`config.mk`:
```
export PLATFORM = sky130hd
export DESIGN_NAME = regfile_sequencer
export DESIGN_NICKNAME = d
export VERILOG_FILES = /design/src/rtl/constants_pkg.sv /design/src/rtl/regfile_pkg.sv /design/src/rtl/regfile_sequencer.sv
export SDC_FILE = /design/constraint.sdc
export NUM_CORES = 1
export LEC_CHECK = 0
export ABC_AREA = 1
export CAP_MARGIN = 20
export CORE_MARGIN = 5
export CORE_UTILIZATION = 45
export CTS_CLUSTER_DIAMETER = 40
export DETAILED_ROUTE_END_ITERATION = 16
export GPL_ROUTABILITY_DRIVEN = 0
export PLACE_DENSITY_LB_ADDON = 0.25
export SLEW_MARGIN = 20
export SYNTH_ARGS = -nofsm -noshare
export SYNTH_HDL_FRONTEND = slang
export SYNTH_SLANG_ARGS = --single-unit
```
`constraint.sdc`:
```
create_clock -name i_Clk -period 4.3 [get_ports i_Clk]
set_input_delay 0.86 -clock i_Clk [delete_from_list [all_inputs] [get_ports i_Clk]]
set_output_delay 0.86 -clock i_Clk [all_outputs]
set_load 0.01 [all_outputs]
```
`src/rtl/constants_pkg.sv`:
```
// Shared datapath constants for the Argon core: machine word and ALU interface widths.
package constants_pkg;

  localparam int WORD_WIDTH   = 16;
  localparam int ALU_OP_WIDTH = 4;
  localparam int FLAG_WIDTH   = 8;

  typedef logic [WORD_WIDTH-1:0] word_t;

endpackage

```
`src/rtl/regfile_pkg.sv`:
```
// Argon register-file command encoding and the ALU-op sequencer state set.
package regfile_pkg;

  localparam int INDEX_WIDTH = 3;
  localparam int COM_WIDTH   = 3;

  // COM_NOP has no arm in the register file, so it falls through to the default (idle) decode.
  typedef enum logic [COM_WIDTH-1:0] {
    COM_READA    = 3'd0,
    COM_READB    = 3'd1,
    COM_LATCHC   = 3'd2,
    COM_LATCHF   = 3'd3,
    COM_LATCHSEL = 3'd4,
    COM_NOP      = 3'd7
  } rf_command_t;

  typedef enum logic [3:0] {
    IDLE  = 4'd0,
    SEL   = 4'd1,
    RDA   = 4'd2,
    RDB   = 4'd3,
    EXEC  = 4'd4,
    WB    = 4'd5,
    FLG   = 4'd6,
    FIN   = 4'd7,
    ABORT = 4'd8
  } seq_state_t;

endpackage

```
`src/rtl/regfile_sequencer.sv`:
```
// Single-issue sequencer: select, read A/B, run the ALU, write back C and optionally F.
// Outputs are registered copies of a decode of the next state and next captured values.
module regfile_sequencer
  import constants_pkg::*;
  import regfile_pkg::*;
#(
  parameter int ALU_TIMEOUT = 15,
  parameter int CNT_WIDTH   = 4
) (
  input  logic                    i_Clk,
  input  logic                    i_Reset,
  input  logic                    i_req_valid,
  output logic                    o_req_ready,
  input  logic [INDEX_WIDTH-1:0]  i_srcA,
  input  logic [INDEX_WIDTH-1:0]  i_srcB,
  input  logic [INDEX_WIDTH-1:0]  i_dst,
  input  logic [ALU_OP_WIDTH-1:0] i_alu_op,
  input  logic                    i_set_flags,
  output logic                    o_rf_valid,
  output logic [COM_WIDTH-1:0]    o_rf_command,
  output logic [15:0]             o_rf_data,
  input  logic                    i_rf_valid,
  input  logic [15:0]             i_rf_data,
  output logic                    o_alu_start,
  output logic [15:0]             o_alu_a,
  output logic [15:0]             o_alu_b,
  output logic [ALU_OP_WIDTH-1:0] o_alu_op,
  input  logic                    i_alu_done,
  input  logic [15:0]             i_alu_result,
  input  logic [7:0]              i_alu_flags,
  output logic                    o_busy,
  output logic                    o_done,
  output logic                    o_err
);

  localparam logic [CNT_WIDTH-1:0] CNT_LAST = CNT_WIDTH'(ALU_TIMEOUT - 1);

  seq_state_t               state, state_nx;
  logic [CNT_WIDTH-1:0]     cnt, cnt_nx;
  logic [INDEX_WIDTH-1:0]   src_a, src_a_nx, src_b, src_b_nx, dst, dst_nx;
  logic [ALU_OP_WIDTH-1:0]  op, op_nx;
  logic                     set_flags, set_flags_nx;
  word_t                    opnd_a, opnd_a_nx, opnd_b, opnd_b_nx, result, result_nx;
  logic [FLAG_WIDTH-1:0]    flags, flags_nx;

  logic                     rf_valid_nx, alu_start_nx, busy_nx, done_nx, err_nx, req_ready_nx;
  logic [COM_WIDTH-1:0]     rf_command_nx;
  word_t                    rf_data_nx, alu_a_nx, alu_b_nx;
  logic [ALU_OP_WIDTH-1:0]  alu_op_nx;

  always_comb begin
    state_nx     = state;
    cnt_nx       = cnt;
    src_a_nx     = src_a;
    src_b_nx     = src_b;
    dst_nx       = dst;
    op_nx        = op;
    set_flags_nx = set_flags;
    opnd_a_nx    = opnd_a;
    opnd_b_nx    = opnd_b;
    result_nx    = result;
    flags_nx     = flags;
    case (state)
      IDLE: begin
        if (i_req_valid) begin
          src_a_nx     = i_srcA;
          src_b_nx     = i_srcB;
          dst_nx       = i_dst;
          op_nx        = i_alu_op;
          set_flags_nx = i_set_flags;
          state_nx     = SEL;
        end
      end
      SEL: state_nx = RDA;
      RDA: begin
        opnd_a_nx = i_rf_data;
        state_nx  = i_rf_valid ? RDB : ABORT;
      end
      RDB: begin
        opnd_b_nx = i_rf_data;
        cnt_nx    = '0;
        state_nx  = i_rf_valid ? EXEC : ABORT;
      end
      EXEC: begin
        // cnt==0 marks the start-pulse cycle, where a done is not yet meaningful.
        if (cnt != '0 && i_alu_done) begin
          result_nx = i_alu_result;
          flags_nx  = i_alu_flags;
          if (dst != '0)      state_nx = WB;
          else if (set_flags) state_nx = FLG;
          else                state_nx = FIN;
        end else if (cnt == CNT_LAST) begin
          state_nx = ABORT;
        end else begin
          cnt_nx = cnt + 1'b1;
        end
      end
      WB:      state_nx = set_flags ? FLG : FIN;
      FLG:     state_nx = FIN;
      FIN:     state_nx = IDLE;
      ABORT:   state_nx = IDLE;
      default: state_nx = IDLE;
    endcase
  end

  always_comb begin
    rf_valid_nx   = 1'b0;
    rf_command_nx = COM_NOP;
    rf_data_nx    = '0;
    alu_start_nx  = 1'b0;
    alu_a_nx      = '0;
    alu_b_nx      = '0;
    alu_op_nx     = '0;
    done_nx       = 1'b0;
    err_nx        = 1'b0;
    busy_nx       = (state_nx != IDLE);
    req_ready_nx  = (state_nx == IDLE);
    case (state_nx)
      SEL: begin
        rf_valid_nx   = 1'b1;
        rf_command_nx = COM_LATCHSEL;
        rf_data_nx[3*INDEX_WIDTH-1:0] = {dst_nx, src_b_nx, src_a_nx};
      end
      RDA: rf_command_nx = COM_READA;
      RDB: rf_command_nx = COM_READB;
      EXEC: begin
        alu_start_nx = (state != EXEC);
        alu_a_nx     = opnd_a_nx;
        alu_b_nx     = opnd_b_nx;
        alu_op_nx    = op_nx;
      end
      WB: begin
        rf_valid_nx   = 1'b1;
        rf_command_nx = COM_LATCHC;
        rf_data_nx    = result_nx;
      end
      FLG: begin
        rf_valid_nx   = 1'b1;
        rf_command_nx = COM_LATCHF;
        rf_data_nx    = {8'h00, flags_nx};
      end
      FIN: done_nx = 1'b1;
      ABORT: begin
        done_nx = 1'b1;
        err_nx  = 1'b1;
      end
      default: ;
    endcase
  end

  always_ff @(posedge i_Clk or posedge i_Reset) begin
    if (i_Reset) begin
      state        <= IDLE;
      cnt          <= '0;
      src_a        <= '0;
      src_b        <= '0;
      dst          <= '0;
      op           <= '0;
      set_flags    <= 1'b0;
      opnd_a       <= '0;
      opnd_b       <= '0;
      result       <= '0;
      flags        <= '0;
      o_req_ready  <= 1'b1;
      o_rf_valid   <= 1'b0;
      o_rf_command <= COM_NOP;
      o_rf_data    <= '0;
      o_alu_start  <= 1'b0;
      o_alu_a      <= '0;
      o_alu_b      <= '0;
      o_alu_op     <= '0;
      o_busy       <= 1'b0;
      o_done       <= 1'b0;
      o_err        <= 1'b0;
    end else begin
      state        <= state_nx;
      cnt          <= cnt_nx;
      src_a        <= src_a_nx;
      src_b        <= src_b_nx;
      dst          <= dst_nx;
      op           <= op_nx;
      set_flags    <= set_flags_nx;
      opnd_a       <= opnd_a_nx;
      opnd_b       <= opnd_b_nx;
      result       <= result_nx;
      flags        <= flags_nx;
      o_req_ready  <= req_ready_nx;
      o_rf_valid   <= rf_valid_nx;
      o_rf_command <= rf_command_nx;
      o_rf_data    <= rf_data_nx;
      o_alu_start  <= alu_start_nx;
      o_alu_a      <= alu_a_nx;
      o_alu_b      <= alu_b_nx;
      o_alu_op     <= alu_op_nx;
      o_busy       <= busy_nx;
      o_done       <= done_nx;
      o_err        <= err_nx;
    end
  end

endmodule
```
## Word-level counts from Yosys, hierarchy flattened

Cells that the tools add are included.

| word-level totals | value |
|---|---|
| bits in registers | 139 |
| latch bits | 0 |
| RAM bits | 0 |
| memory bits (read-only) | 0 |
| bits of input ports | 59 |
| logic and storage cells | 87 |
| memories kept | 0 |

| operators by class | value |
|---|---|
| add/subtract/negate cells | 1 |
| multipliers | 0 |
| divide/modulo/power cells | 0 |
| magnitude comparators | 0 |
| equal/unequal tests | 18 |
| shift-type cells | 0 |
| mux-type cells | 35 |
| bitwise operators | 0 |
| reduce and logical (&&, ||, !) cells | 11 |

Operator list:

| kind | count |
|---|---|
| 16-bit 2-to-1 mux | 6 |
| 4-bit 2-to-1 mux | 10 |
| 4-bit by 3-bit equality test with 1-bit output, second input constant | 7 |
| 4-bit one-hot mux with 7 select lines | 1 |
| 9-bit one-hot mux with 3 select lines | 1 |
| 3-bit 2-to-1 mux | 6 |
| 4-bit by 2-bit equality test with 1-bit output, second input constant | 4 |
| 8-bit 2-to-1 mux | 2 |
| 3-bit one-hot mux with 5 select lines | 1 |
| 4-bit by 1-bit equality test with 1-bit output, second input constant | 2 |
| 4-bit equality test, second input constant | 2 |
| 4-bit zero test | 2 |
| 4-bit one-hot mux with 2 select lines | 1 |
| 4-bit nonzero test | 2 |
| 7-bit 2-to-1 mux | 1 |
| 1-bit 2-to-1 mux | 5 |
| 4-bit by 1-bit adder with 4-bit output, second input constant | 1 |
| 2-bit inequality test, second input constant | 2 |
| 4-bit by 3-bit inequality test with 1-bit output, second input constant | 1 |
| 3-bit AND reduction | 1 |
| 3-bit nonzero test | 1 |
| 3-bit OR reduction | 1 |
| 2-bit 2-to-1 mux | 1 |
| 2-bit AND reduction | 1 |
| 3 further kinds | 3 |

## Logic depth before layout (Yosys ltp)

Gate-level depths: netlist of the first run.

| logic depth | value |
|---|---|
| depth after elaboration | 7 |
| gate-level depth with buffers | 12 |
| depth with buffers taken out | 11 |

## Worst setup path before layout of the first run

Ideal clock, no wire load.

| path | value |
|---|---|
| path kind | input -> register |
| from | input port i_req_valid |
| to | register o_alu_b[10] |
| setup time | 0.082 ns |
| arrival time | 1.775 ns |
| data required time | 4.218 ns |
| setup slack | 2.443 ns |
| stages on the path | 8 |
| path buffers | 1 |
| cell sequence | nand3_2 -> nand3_1 -> nor2_2 -> nand2_4 -> nor2_8 -> inv_6 -> buf_6 -> nor3_2 |

| on the way | value |
|---|---|
| cells in the longest elaborated chain, start to end | 4 |

Ends and longest elaborated chain:

| element | line | source |
|---|---|---|
| start, declared | regfile_sequencer.sv:12 | `input logic i_req_valid,` |
| 4-bit 2-to-1 mux | regfile_sequencer.sv:65 | `if (i_req_valid) begin` |
| 4-bit one-hot mux with 7 select lines | regfile_sequencer.sv:63 | `case (state)` |
| via state_nx[0] | regfile_sequencer.sv:38 | `seq_state_t state, state_nx;` |
| 4-bit by 3-bit equality test with 1-bit output | regfile_sequencer.sv:118 | `case (state_nx)` |
| 16-bit 2-to-1 mux | regfile_sequencer.sv:118 |  |
| via alu_b_nx[10] | regfile_sequencer.sv:48 | `word_t rf_data_nx, alu_a_nx, alu_b_nx;` |
| end signal, assigned | regfile_sequencer.sv:193 | `o_alu_b <= alu_b_nx;` |
| end, declared | regfile_sequencer.sv:26 | `output logic [15:0] o_alu_b,` |

The timed path passes the listed nets, and every way through them passes these cells.
A chain may end at the register's enable or synchronous reset.

## Final worst setup path of the first run

| path | value |
|---|---|
| from | input port i_alu_done |
| to | register o_alu_b[2] |

| on the way | value |
|---|---|
| cells in the longest elaborated chain, start to end | 5 |

Ends and longest elaborated chain:

| element | line | source |
|---|---|---|
| start, declared | regfile_sequencer.sv:28 | `input logic i_alu_done,` |
| 1-bit logical AND | regfile_sequencer.sv:86 | `if (cnt != '0 && i_alu_done) begin` |
| 4-bit 2-to-1 mux | regfile_sequencer.sv:86 |  |
| 4-bit one-hot mux with 7 select lines | regfile_sequencer.sv:63 |  |
| 4-bit by 3-bit equality test with 1-bit output | regfile_sequencer.sv:118 |  |
| 16-bit 2-to-1 mux | regfile_sequencer.sv:118 |  |
| via alu_b_nx[2] | regfile_sequencer.sv:48 |  |

The timed path passes the listed nets, and every way through them passes these cells.

==> results of run 1 <==
## state kept, by name (all words and copies together), names as in the netlist, 3 cells and up
name,flops
cnt,4
opnd_b,16
o_alu_a,16
opnd_a,16
o_alu_b,16
op,4
o_rf_command,3
state,4
result,16
flags,8
o_rf_data,16
o_alu_op,4
dst,3
## layer usage
layer,GRT usage [%],vias to the layer above
met2,30.2,97
met1,22.4,1912
met3,4.79,19
li1,-,1905
met5,0,-
met4,6.88,0
## area by class of cell
| cell class | instances | share of cell area [%] |
|---|---|---|
| Inverter | 81 | 4.30 |
| Timing Repair Buffer | 123 | 17.0 |
| Clock buffer | 19 | 6.22 |
| Tap cell | 143 | 2.46 |
| Multi-Input combinational cell | 294 | 22.1 |
| Clock inverter | 12 | 2.13 |
| Sequential cell | 133 | 45.8 |
## cells in the mapped netlist, drive strengths merged, types with 4 or more instances
master    n
nor3     39
inv      81
a21oi     8
nor2     21
dfrtp   129
or2      20
nor4      8
o21ai    42
clkbuf   11
buf      11
dfstp     4
nand2   117
nand3    28
## worst register-to-register path, stage by stage, from the launching register on
cell      delay (ns)
dfrtp_1         0.37
inv_1           0.09
ha_1            0.21
a21boi_0        0.18
nand3_1         0.12
nand2_2         0.63
buf_4           0.43
nor3_1          0.10
## worst paths after layout
| check | startpoint | to | depth (start not counted) |
|---|---|---|---|
| min in group asynchronous | i_Reset | o_rf_data[12]$_DFF_PP0_ | 3 |
| worst min register to register | result[8]$_DFF_PP0_ | result[8]$_DFF_PP0_ | 2 |
| max in group asynchronous | i_Reset | o_alu_b[7]$_DFF_PP0_ | 3 |
| worst max-delay path | i_alu_done | o_alu_b[2]$_DFF_PP0_ | 6 |
| worst min-delay path | result[8]$_DFF_PP0_ | result[8]$_DFF_PP0_ | 2 |
| worst max register to register | cnt[0]$_DFFE_PP0P_ | o_alu_b[2]$_DFF_PP0_ | 7 |
## per-stage QoR
stage / utilization, % / instance area, sq um / cells / total power (uW)
after floorplan: - / 5370 / 530 / 2660
after global placement: 57.7 / 6670 / 774 / 3080
after detailed placement: 57.7 / 6670 / 774 / 3130
after CTS: 62.9 / 7280 / 805 / 4610
after global routing: 62.9 / 7280 / 805 / 4860
final: 62.9 / 7280 / 805 / 4560
## where the power goes
part           leakage (uW)  internal (uW)  switching, uW  total, uW
registers           0.00172           1610            115       1730
clock network      0.000283            937            525       1460
logic               0.00157            512            859       1370
## cell families (layout without fill, tap and decap cells)
kind of cell,Yosys count,in the layout
and+or+nand+nor,237,237
adders and majority gates,3,3
buffers and inverters,103,235
DFF,133,133
AOI/OAI and AO/OA,54,54
==> summary.md, run 1 <==
| Metric | Value |
|---|---|
| Status | `completed` |
| Compound-gate portion of the synthesized area | `5.27%` |
| Crit-path leading delay family | `buffers and inverters` |
| Period utilisation layout | `61.2%` |
| F_max | `380 MHz` |
| Count of different cell masters after synthesis | `35` |
| Uppermost layer routed | `met4` |
| Final hold vios | `0` |
| Largest family of logic cells by synthesized area | `simple AND/OR/NAND/NOR gates` |
| H-tree Lvls | `4` |
| Unrepaired setup endpoints after global routing | `false` |
| Clock buffer depth | `2` |
| # fillers | `952` |
| WL final | `12.1 mm` |
| Final Max Slew Viols | `0` |
| Element type at the critical path end | `register` |
| Commonest non-fill, non-tap cell in the layout | `dfrtp_1` |
| Row count | `39` |
| Synth Area in XOR/XNOR | `0%` |
| Die Footprint | `14,200 sq um` |
| Largest net degree at the start of global routing | `134` |
| Worst path max stage delay | `0.63 ns` |
| Grt ovf | `0` |
| Post-CTS Setup Inserts | `0` |
| Initial DRT Pass Iterations | `4` |
| CTS Sinks | `133` |
| Clock Pin Slew Worst Setup and Hold Paths | `0.06 ns` |
| Startpoint type of the worst setup path | `input pin` |
| Main synth FF type | `dfrtp_1` |
| M1 WL | `5.16 mm` |
| Die H | `119 microns` |
| Slowest-stage cell, CP | `nand2_2` |
| Root Buffer | `clkbuf_16` |
| Max cap viols | `0` |
| Ant diodes | `0` |
| CP max FO | `32` |
| Met2 wire len | `6.19 mm` |
| Final hold slack | `0.465 ns` |
| CTS tree | `yes` |
| Total CTS buffers | `17` |
| First-pass GRT wire length | `20.4 mm` |
| Crit Path Class | `input pin to register` |
| CP Data Arrival Time | `2.91 ns` |
| Post-Synth Adder-Cell Area | `0.699%` |
| Number of global-route vias before repair | `4,218` |
| DRT antenna net count | `0` |
| Detail Route met3 WL | `555 microns` |
| # setup viols final | `0` |
| Global Route Usage Sum | `18.0%` |
| Maximum VDD drop | `0.303 mV` |
| Rel. slew slack | `34.0%` |
| R2R Setup Slk | `2.04 ns` |
| P_leak | `0.00358 uW` |
| Synthesized area | `5370 sq um` |
| Post-synthesis register bit count | `133` |
| DR vias/cell | `4.89` |
| Setup WS pre-CTS | `1.24 ns` |
| # DRC | `0` |
| Cell taking the most area after synthesis | `dfrtp_1` |
| Clk_skew | `0.00849 ns` |
| Yosys warns | `0` |
| Initial antenna violation count | `0` |
| Fin crit period | `2.63 ns` |
| Avg Inst Size Synth | `10.1 sq um` |
| PD cells | `627 nW/um^2` |
| Most frequent cells in the layout | `dfrtp_1 (129), clkdlybuf4s50_1 (119), nand2_1 (113)` |
| Worst Hold Class | `register to register` |
| Hold_buf cts | `0` |
| Iter 0 DRT Violations | `216` |
| Avg WL per Cell | `15.0 microns` |
| Core box area | `11,600 sq um` |
| Yosys top cell area share | `60.1%` |
| Slew @ Worst Pin | `0.988 ns` |
| Top cells by area, synth | `dfrtp_1 (60%), nand2_1 (8.0%), nor3_2 (5.8%), inv_1 (5.3%), o21ai_0 (3.9%)` |
| Area of the multi-input gates | `1610 sq um` |
| Register area | `3330 sq um` |
| DR vias | `3,933` |
| Synth Area in Simple Gates | `24.0%` |
| Layout area overhead | `35.6%` |
| Mux cell area share after synthesis | `0%` |
| Die Wd | `119 microns` |
| Worst path bufs/invs | `2` |
| Post-CTS Resized | `0` |
| Clock Latency Late Sink | `0.41 ns` |
| Setup TNS | `0 ns` |
| Req. time, crit path | `4.58 ns` |
| # port buffers | `119` |
| Post-synth net total | `592` |
| Sequential area share after synthesis | `62.1%` |
| Final worst-path setup slack | `1.67 ns` |
| Layout cells sized above 1 | `16.5%` |
| I/O Pins | `120` |
| Starting Density | `46.4%` |
| Layout Nets | `712` |
| Worst path cell trace | `clkdlybuf4s50_1 > a21boi_0 > nand3_1 > nand2_2 > buf_4 > nor3_1` |
| Post-detail-place hpwl | `7.99 mm` |
| Post-Synthesis Cells | `530` |
| Post-synth ARST share | `100%` |
| Post-synth EDFFs | `0` |
No activity file was read; power rests on OpenSTA's default activity.
==> run 2: changes to the inputs <==
CORE_UTILIZATION = 50   (was 45)
clock period = 2.49 ns   (was 4.3 ns; I/O delays follow)
==> summary.md, run 2 (synthesis gave the netlist of run 1 again) <==
| Metric | Value |
|---|---|
| Req. time, crit path | `1.99 ns (was 4.58 ns)` |
| Initial antenna violation count | `0 (unchanged)` |
| PD cells | `1110 nW/um^2 (was 627 nW/um^2)` |
| Sw Share | `32.4% (was 32.9%)` |
| Global Route Usage Sum | `19.5% (was 18.0%)` |
| CTS Sinks | `133 (unchanged)` |
| I/O Pins | `120 (unchanged)` |
| Worst path cell trace | `clkdlybuf4s50_1 (was clkdlybuf4s50_1 > a21boi_0 > nand3_1 > nand2_2 > buf_4 > nor3_1)` |
| Clock Latency Late Sink | `0.51 ns (was 0.41 ns)` |
| Unrepaired setup endpoints after global routing | `false (unchanged)` |
| Crit-path leading delay family | `buffers and inverters (unchanged)` |
| Die H | `114 microns (was 119 microns)` |
| Period utilisation layout | `82.8%` |
| Element type at the critical path end | `output port (was register)` |
| Post-CTS Resized | `0 (unchanged)` |
| F_max | `485 MHz` |
| # setup viols final | `0 (unchanged)` |
| Avg WL per Cell | `14.9 microns (was 15.0 microns)` |
| WL final | `12.0 mm (was 12.1 mm)` |
| Commonest non-fill, non-tap cell in the layout | `dfrtp_1 (unchanged)` |
| Die Footprint | `12,900 sq um (was 14,200 sq um)` |
| H-tree Lvls | `4 (unchanged)` |
| Iter 0 DRT Violations | `186 (was 216)` |
| Most frequent cells in the layout | `dfrtp_1 (129), clkdlybuf4s50_1 (119), nand2_1 (113) (unchanged)` |
| Post-CTS Setup Inserts | `0 (unchanged)` |
| Number of global-route vias before repair | `4,227 (was 4,218)` |
| Final hold vios | `0 (unchanged)` |
| Clk pwr share | `32.7% (was 32.0%)` |
| Initial DRT Pass Iterations | `4 (unchanged)` |
| Status | `completed (unchanged)` |
| Layout area overhead | `37.1% (was 35.6%)` |
| Ant diodes | `0 (unchanged)` |
| DRT antenna net count | `0 (unchanged)` |
| # DRC | `0 (unchanged)` |
| Die Wd | `114 microns (was 119 microns)` |
| Final Max Slew Viols | `0 (unchanged)` |
| Starting Density | `51.5% (was 46.4%)` |
| Met1 usage in global routing | `25.7% (was 22.4%)` |
| DR vias | `3,959 (was 3,933)` |
| Reg power frac | `36.7% (was 37.9%)` |
| Row count | `37 (was 39)` |
| Layout cells sized above 1 | `17.1% (was 16.5%)` |
| Routing usage on met3 | `4.46% (was 4.79%)` |
| Setup TNS | `0 ns (unchanged)` |
| Startpoint type of the worst setup path | `register (was input pin)` |
| Switching power | `2640 uW (was 1500 uW)` |
| Core box area | `10,400 sq um (was 11,600 sq um)` |
| Clock Pin Slew Worst Setup and Hold Paths | `0.06 ns (about the same)` |
| Slew @ Worst Pin | `0.679 ns (was 0.988 ns)` |
| CP max FO | `1 (was 32)` |
| Worst path bufs/invs | `1 (was 2)` |
| GRT Max-Usage Layer | `met2 (unchanged)` |
| Overall power | `8150 uW (was 4560 uW)` |
| Int Power | `5510 uW (was 3060 uW)` |
| Global routing met2 resource utilization | `32.1% (was 30.2%)` |
| Clk_skew | `0.00820 ns (was 0.00849 ns)` |
| Hold_buf cts | `0 (unchanged)` |
| Maximum VDD drop | `0.566 mV (was 0.303 mV)` |
| Crit Path Class | `register to output port (was input pin to register)` |
| Rel. slew slack | `54.8% (was 34.0%)` |
| Worst path max stage delay | `0.55 ns (was 0.63 ns)` |
| CTS tree | `yes (unchanged)` |
| Root Buffer | `clkbuf_8 (was clkbuf_16)` |
| Comb power frac | `30.6% (was 30.0%)` |
| DR vias/cell | `4.92 (was 4.89)` |
| # port buffers | `119 (unchanged)` |
| First-pass GRT wire length | `20.2 mm (was 20.4 mm)` |
| Layout Nets | `717 (was 712)` |
| Clock buffer depth | `2 (unchanged)` |
| Post-detail-place hpwl | `7.87 mm (was 7.99 mm)` |
| CP Data Arrival Time | `1.56 ns (was 2.91 ns)` |
| Largest net degree at the start of global routing | `134 (unchanged)` |
| Worst Hold Class | `register to register (unchanged)` |
| Slowest-stage cell, CP | `clkdlybuf4s50_1 (was nand2_2)` |
| P_leak | `0.00363 uW (was 0.00358 uW)` |
| Fin crit period | `2.06 ns` |
| Grt ovf | `0 (unchanged)` |
| Max cap viols | `0 (unchanged)` |
| Total CTS buffers | `17 (unchanged)` |
## run 2: changes by cell type in the layout (fill, tap and decap cells not counted)
cell | before | now
clkbuf_16 | 17 | 16
clkinvlp_4 | 6 | 2
bufinv_16 | 3 | 5
buf_4 | 3 | 6
clkinv_2 | 2 | 4
clkbuf_1 | 0 | 1
buf_12 | 1 | 3
inv_6 | 1 | 2
## run 2: final cells by class
type,instances,area (sq um)
clock inverters,13,204
multi-input cells,294,1610
well taps,136,170
clock buffers,19,432
repair buffers,128,1300
fillers,743,3060
flip-flops and latches,133,3330
inverters,81,313
## run 2: worst min-delay path: cells and delay by family (launching register included)
| family | cells | cell delay (ns) |
|---|---|---|
| flops | 1 | 0.32 |
| simple gates | 2 | 0.11 |
## run 2: power groups by stage
stage	sequential, uW	combinational (uW)	clock, uW
6_report	2990	2500	2660
5_1_grt	3060	2790	2800
2_1_floorplan	3050	1530	0
3_5_place_dp	3020	2510	0
3_3_place_gp	3000	2430	0
4_1_cts	3000	2530	2700
## run 2: worst paths after layout
kind	startpoint	endpoint	slack (ns)	cells past startpoint
min reg2reg	result[2]$_DFF_PP0_	result[2]$_DFF_PP0_	0.47	2
max in group asynchronous	i_Reset	o_alu_b[5]$_DFF_PP0_	1.45	3
max	o_req_ready$_DFF_PP1_	o_req_ready	0.43	1
min in group asynchronous	i_Reset	result[12]$_DFF_PP0_	0.54	3
min	result[2]$_DFF_PP0_	result[2]$_DFF_PP0_	0.47	2
max reg2reg	cnt[0]$_DFFE_PP0P_	o_rf_data[13]$_DFF_PP0_	0.43	8
## run 2: per-layer routing
metal  wire, microns  part of all wire, %
met3             642                  5.3
met1            5110                   43
met5               0                    0
met4             212                  1.8
met2            6040                   50
## run 2: metrics by stage
stage	instances	hold slack [ns]	setup slack (ns)	util, %	instance area, sq um
finish	804	0.469	0.428	70.7	7360
global route	804	0.479	0.251	70.7	7360
CTS	804	0.471	0.390	70.7	7360
detailed placement	772	0.455	0.218	64.6	6720
global placement	772	0.452	0.287	64.6	6720
floorplan	530	0.438	0.344	-	5370
==> run 3: changes to the inputs <==
CORE_UTILIZATION = 45   (was 50)
clock period = 1.77 ns   (was 2.49 ns; I/O delays follow)
==> summary.md, run 3 (synthesis gave the netlist of run 1 again) <==
| Metric | Value |
|---|---|
| Iter 0 DRT Violations | `197 (was 186)` |
| Die Footprint | `14,200 sq um (was 12,900 sq um)` |
| DR vias/cell | `4.91 (was 4.92)` |
| Starting Density | `46.4% (was 51.5%)` |
| Unrepaired setup endpoints after global routing | `true (was false)` |
| Clk_skew | `0.00715 ns (was 0.00820 ns)` |
| R2R Setup Slk | `0.07 ns (was 0.43 ns)` |
| Initial DRT Pass Iterations | `4 (unchanged)` |
| Util after Layout | `68.2% (was 70.7%)` |
| Most common cell on crit path | `nand2_1` |
| I/O Pins | `120 (unchanged)` |
| WL final | `13.1 mm (was 12.0 mm)` |
| Fin crit period | `1.70 ns` |
| Worst path cell trace | `buf_4 > ha_4 > nand3_2 > nand2_1 > nand2_1 > nand2_2 > nand3b_4 > inv_4 > nor2_8 > inv_6 > clkbuf_16 > nor3_2 (was clkdlybuf4s50_1)` |
| Layout cells sized above 1 | `24.4% (was 17.1%)` |
| Max cap viols | `0 (unchanged)` |
| Layout Nets | `755 (was 717)` |
| Slew @ Worst Pin | `0.449 ns (was 0.679 ns)` |
| Die Wd | `119 microns (was 114 microns)` |
| Core box area | `11,600 sq um (was 10,400 sq um)` |
| DR vias | `4,172 (was 3,959)` |
| CP max FO | `8 (was 1)` |
| Clock buffer depth | `2 (unchanged)` |
| Slowest-stage cell, CP | `dfrtp_1 (was clkdlybuf4s50_1)` |
| Register area | `3340 sq um (was 3330 sq um)` |
| DRT antenna net count | `0 (unchanged)` |
| Worst path max stage delay | `0.38 ns (was 0.55 ns)` |
| CP Data Arrival Time | `2.03 ns (was 1.56 ns)` |
| Ant diodes | `0 (unchanged)` |
| PD cells | `1490 nW/um^2 (was 1110 nW/um^2)` |
| Crit Path Class | `register to register (was register to output port)` |
| Final worst-path setup slack | `0.0695 ns (was 0.428 ns)` |
| FF-to-FF path depth | `12 (was 8)` |
| Commonest non-fill, non-tap cell in the layout | `dfrtp_1 (unchanged)` |
| Status | `completed (unchanged)` |
| First-pass GRT wire length | `20.5 mm (was 20.2 mm)` |
| Most frequent cells in the layout | `dfrtp_1 (127), clkdlybuf4s50_1 (115), nand2_1 (111) (was dfrtp_1 (129), clkdlybuf4s50_1 (119), nand2_1 (113))` |
| Largest net degree at the start of global routing | `48 (was 134)` |
| Rel. slew slack | `69.7% (was 54.8%)` |
| Row count | `39 (was 37)` |
| Initial antenna violation count | `0 (unchanged)` |
| Layout area overhead | `46.9% (was 37.1%)` |
| Req. time, crit path | `2.10 ns (was 1.99 ns)` |
| Maximum VDD drop | `0.747 mV (was 0.566 mV)` |
| # DRC | `0 (unchanged)` |
| Reg2Reg Launch Point | `cnt[1]$_DFFE_PP0P_ (was cnt[0]$_DFFE_PP0P_)` |
| Setup WS pre-CTS | `-0.182 ns (was 0.218 ns)` |
| Final Max Slew Viols | `0 (unchanged)` |
| Clock Pin Slew Worst Setup and Hold Paths | `0.05 ns (was 0.06 ns)` |
| Final hold vios | `0 (unchanged)` |
| CTS Sinks | `133 (unchanged)` |
| Total CTS buffers | `17 (unchanged)` |
| # fillers | `850 (was 743)` |
| Hold_buf cts | `0 (unchanged)` |
| Worst Hold Class | `input pin to asynchronous set/reset pin (was register to register)` |
| F_max | `588 MHz` |
| # port buffers | `119 (unchanged)` |
| Number of global-route vias before repair | `4,200 (was 4,227)` |
| P_leak | `0.00386 uW (was 0.00363 uW)` |
| Grt ovf | `0 (unchanged)` |
| Avg WL per Cell | `15.5 microns (was 14.9 microns)` |
| H-tree Lvls | `4 (unchanged)` |
| # setup viols final | `0 (unchanged)` |
| Element type at the critical path end | `register (was output port)` |
| Clock Latency Late Sink | `0.41 ns (was 0.51 ns)` |
| Startpoint type of the worst setup path | `register (unchanged)` |
| Post-detail-place hpwl | `8.63 mm (was 7.87 mm)` |
| Global Route Usage Sum | `18.2% (was 19.5%)` |
| CTS tree | `yes (unchanged)` |
| Die H | `119 microns (was 114 microns)` |
| Area of the multi-input gates | `1750 sq um (was 1610 sq um)` |
| R2r endpoint | `o_alu_a[5]$_DFF_PP0_ (was o_rf_data[13]$_DFF_PP0_)` |
| Root Buffer | `clkbuf_16 (was clkbuf_8)` |
| Period utilisation layout | `96.1%` |
## run 3: cell types whose count changed in the layout (fill, tap and decap cells not counted), sizes merged
| cell | delta |
|---|---|
| clkbuf | +7 |
| inv | -2 |
| dlygate4sd2 | +4 |
| clkinvlp | +2 |
| bufinv | -3 |
| buf | +34 |
| clkdlybuf4s50 | -4 |
## run 3: final cells by class
class,count,share of cell area (%)
clock buffer,22,5.88
clock inverter,10,1.33
inverter,81,4.11
multi-input combinational,294,22.2
sequential,133,42.3
tap,143,2.27
timing repair buffer,166,21.9
## run 3: worst max path at each step
stage                       startpoint               endpoint  slack, ns  cells past startpoint
global route        cnt[1]$_DFFE_PP0P_   o_alu_b[5]$_DFF_PP0_      -0.04                     12
floorplan                      i_Reset     cnt[0]$_DFFE_PP0P_      -0.23                      1
global placement            i_rf_valid   o_alu_b[2]$_DFF_PP0_      -0.12                      9
CTS                 cnt[1]$_DFFE_PP0P_   o_alu_b[0]$_DFF_PP0_       0.02                     11
finish              cnt[1]$_DFFE_PP0P_   o_alu_a[5]$_DFF_PP0_       0.07                     12
detailed placement          i_rf_valid  o_alu_b[15]$_DFF_PP0_      -0.18                      9
## run 3: timing repair
| action | 4_1_cts | 5_1_grt |
|---|---|---|
| gates resized for setup | 6 | 36 |
| cloned | 0 | 4 |
| setup endpoints to repair | 13 | 58 |
| pin swaps | 0 | 3 |
| setup buffers | 0 | 5 |
## run 3: where the power goes
| part | leakage, uW | switching (uW) | internal (uW) | total (uW) |
|---|---|---|---|---|
| logic | 0.00187 | 2380 | 1780 | 4150 |
| registers | 0.00171 | 281 | 3920 | 4210 |
| clock network | 0.000279 | 1230 | 2130 | 3360 |
| total | 0.00386 | 3890 | 7830 | 11700 |
## run 3: stage by stage
stage / cell area [sq um] / std cells / hold WS, ns / TNS [ns] / total power, uW
2_1_floorplan: 5370 / 530 / 0.438 / -29.92 / 6450
3_3_place_gp: 7030 / 808 / 0.453 / -5.04 / 7960
3_5_place_dp: 7030 / 808 / 0.461 / -6.89 / 8090
4_1_cts: 7590 / 840 / 0.261 / 0 / 11500
5_1_grt: 7890 / 849 / 0.282 / -0.232 / 12400
6_report: 7890 / 849 / 0.272 / 0 / 11700
## run 3: layer usage
layer | GRT usage (%) | share of wire (%) | vias to the layer above
met5 | 0 | 0 | -
met2 | 29.6 | 51 | 114
met1 | 23.0 | 42 | 2046
li1 | - | - | 1996
met4 | 8.04 | 1.6 | 0
met3 | 4.88 | 5.0 | 16
## run 3: critical path: cells and delay by family (launching register included)
family	cells	cell delay, ns
adder cells (fa/ha/maj)	1	0.15
buffers and inverters	4	0.45
flip-flops	1	0.38
AND/OR/NAND/NOR	7	0.63
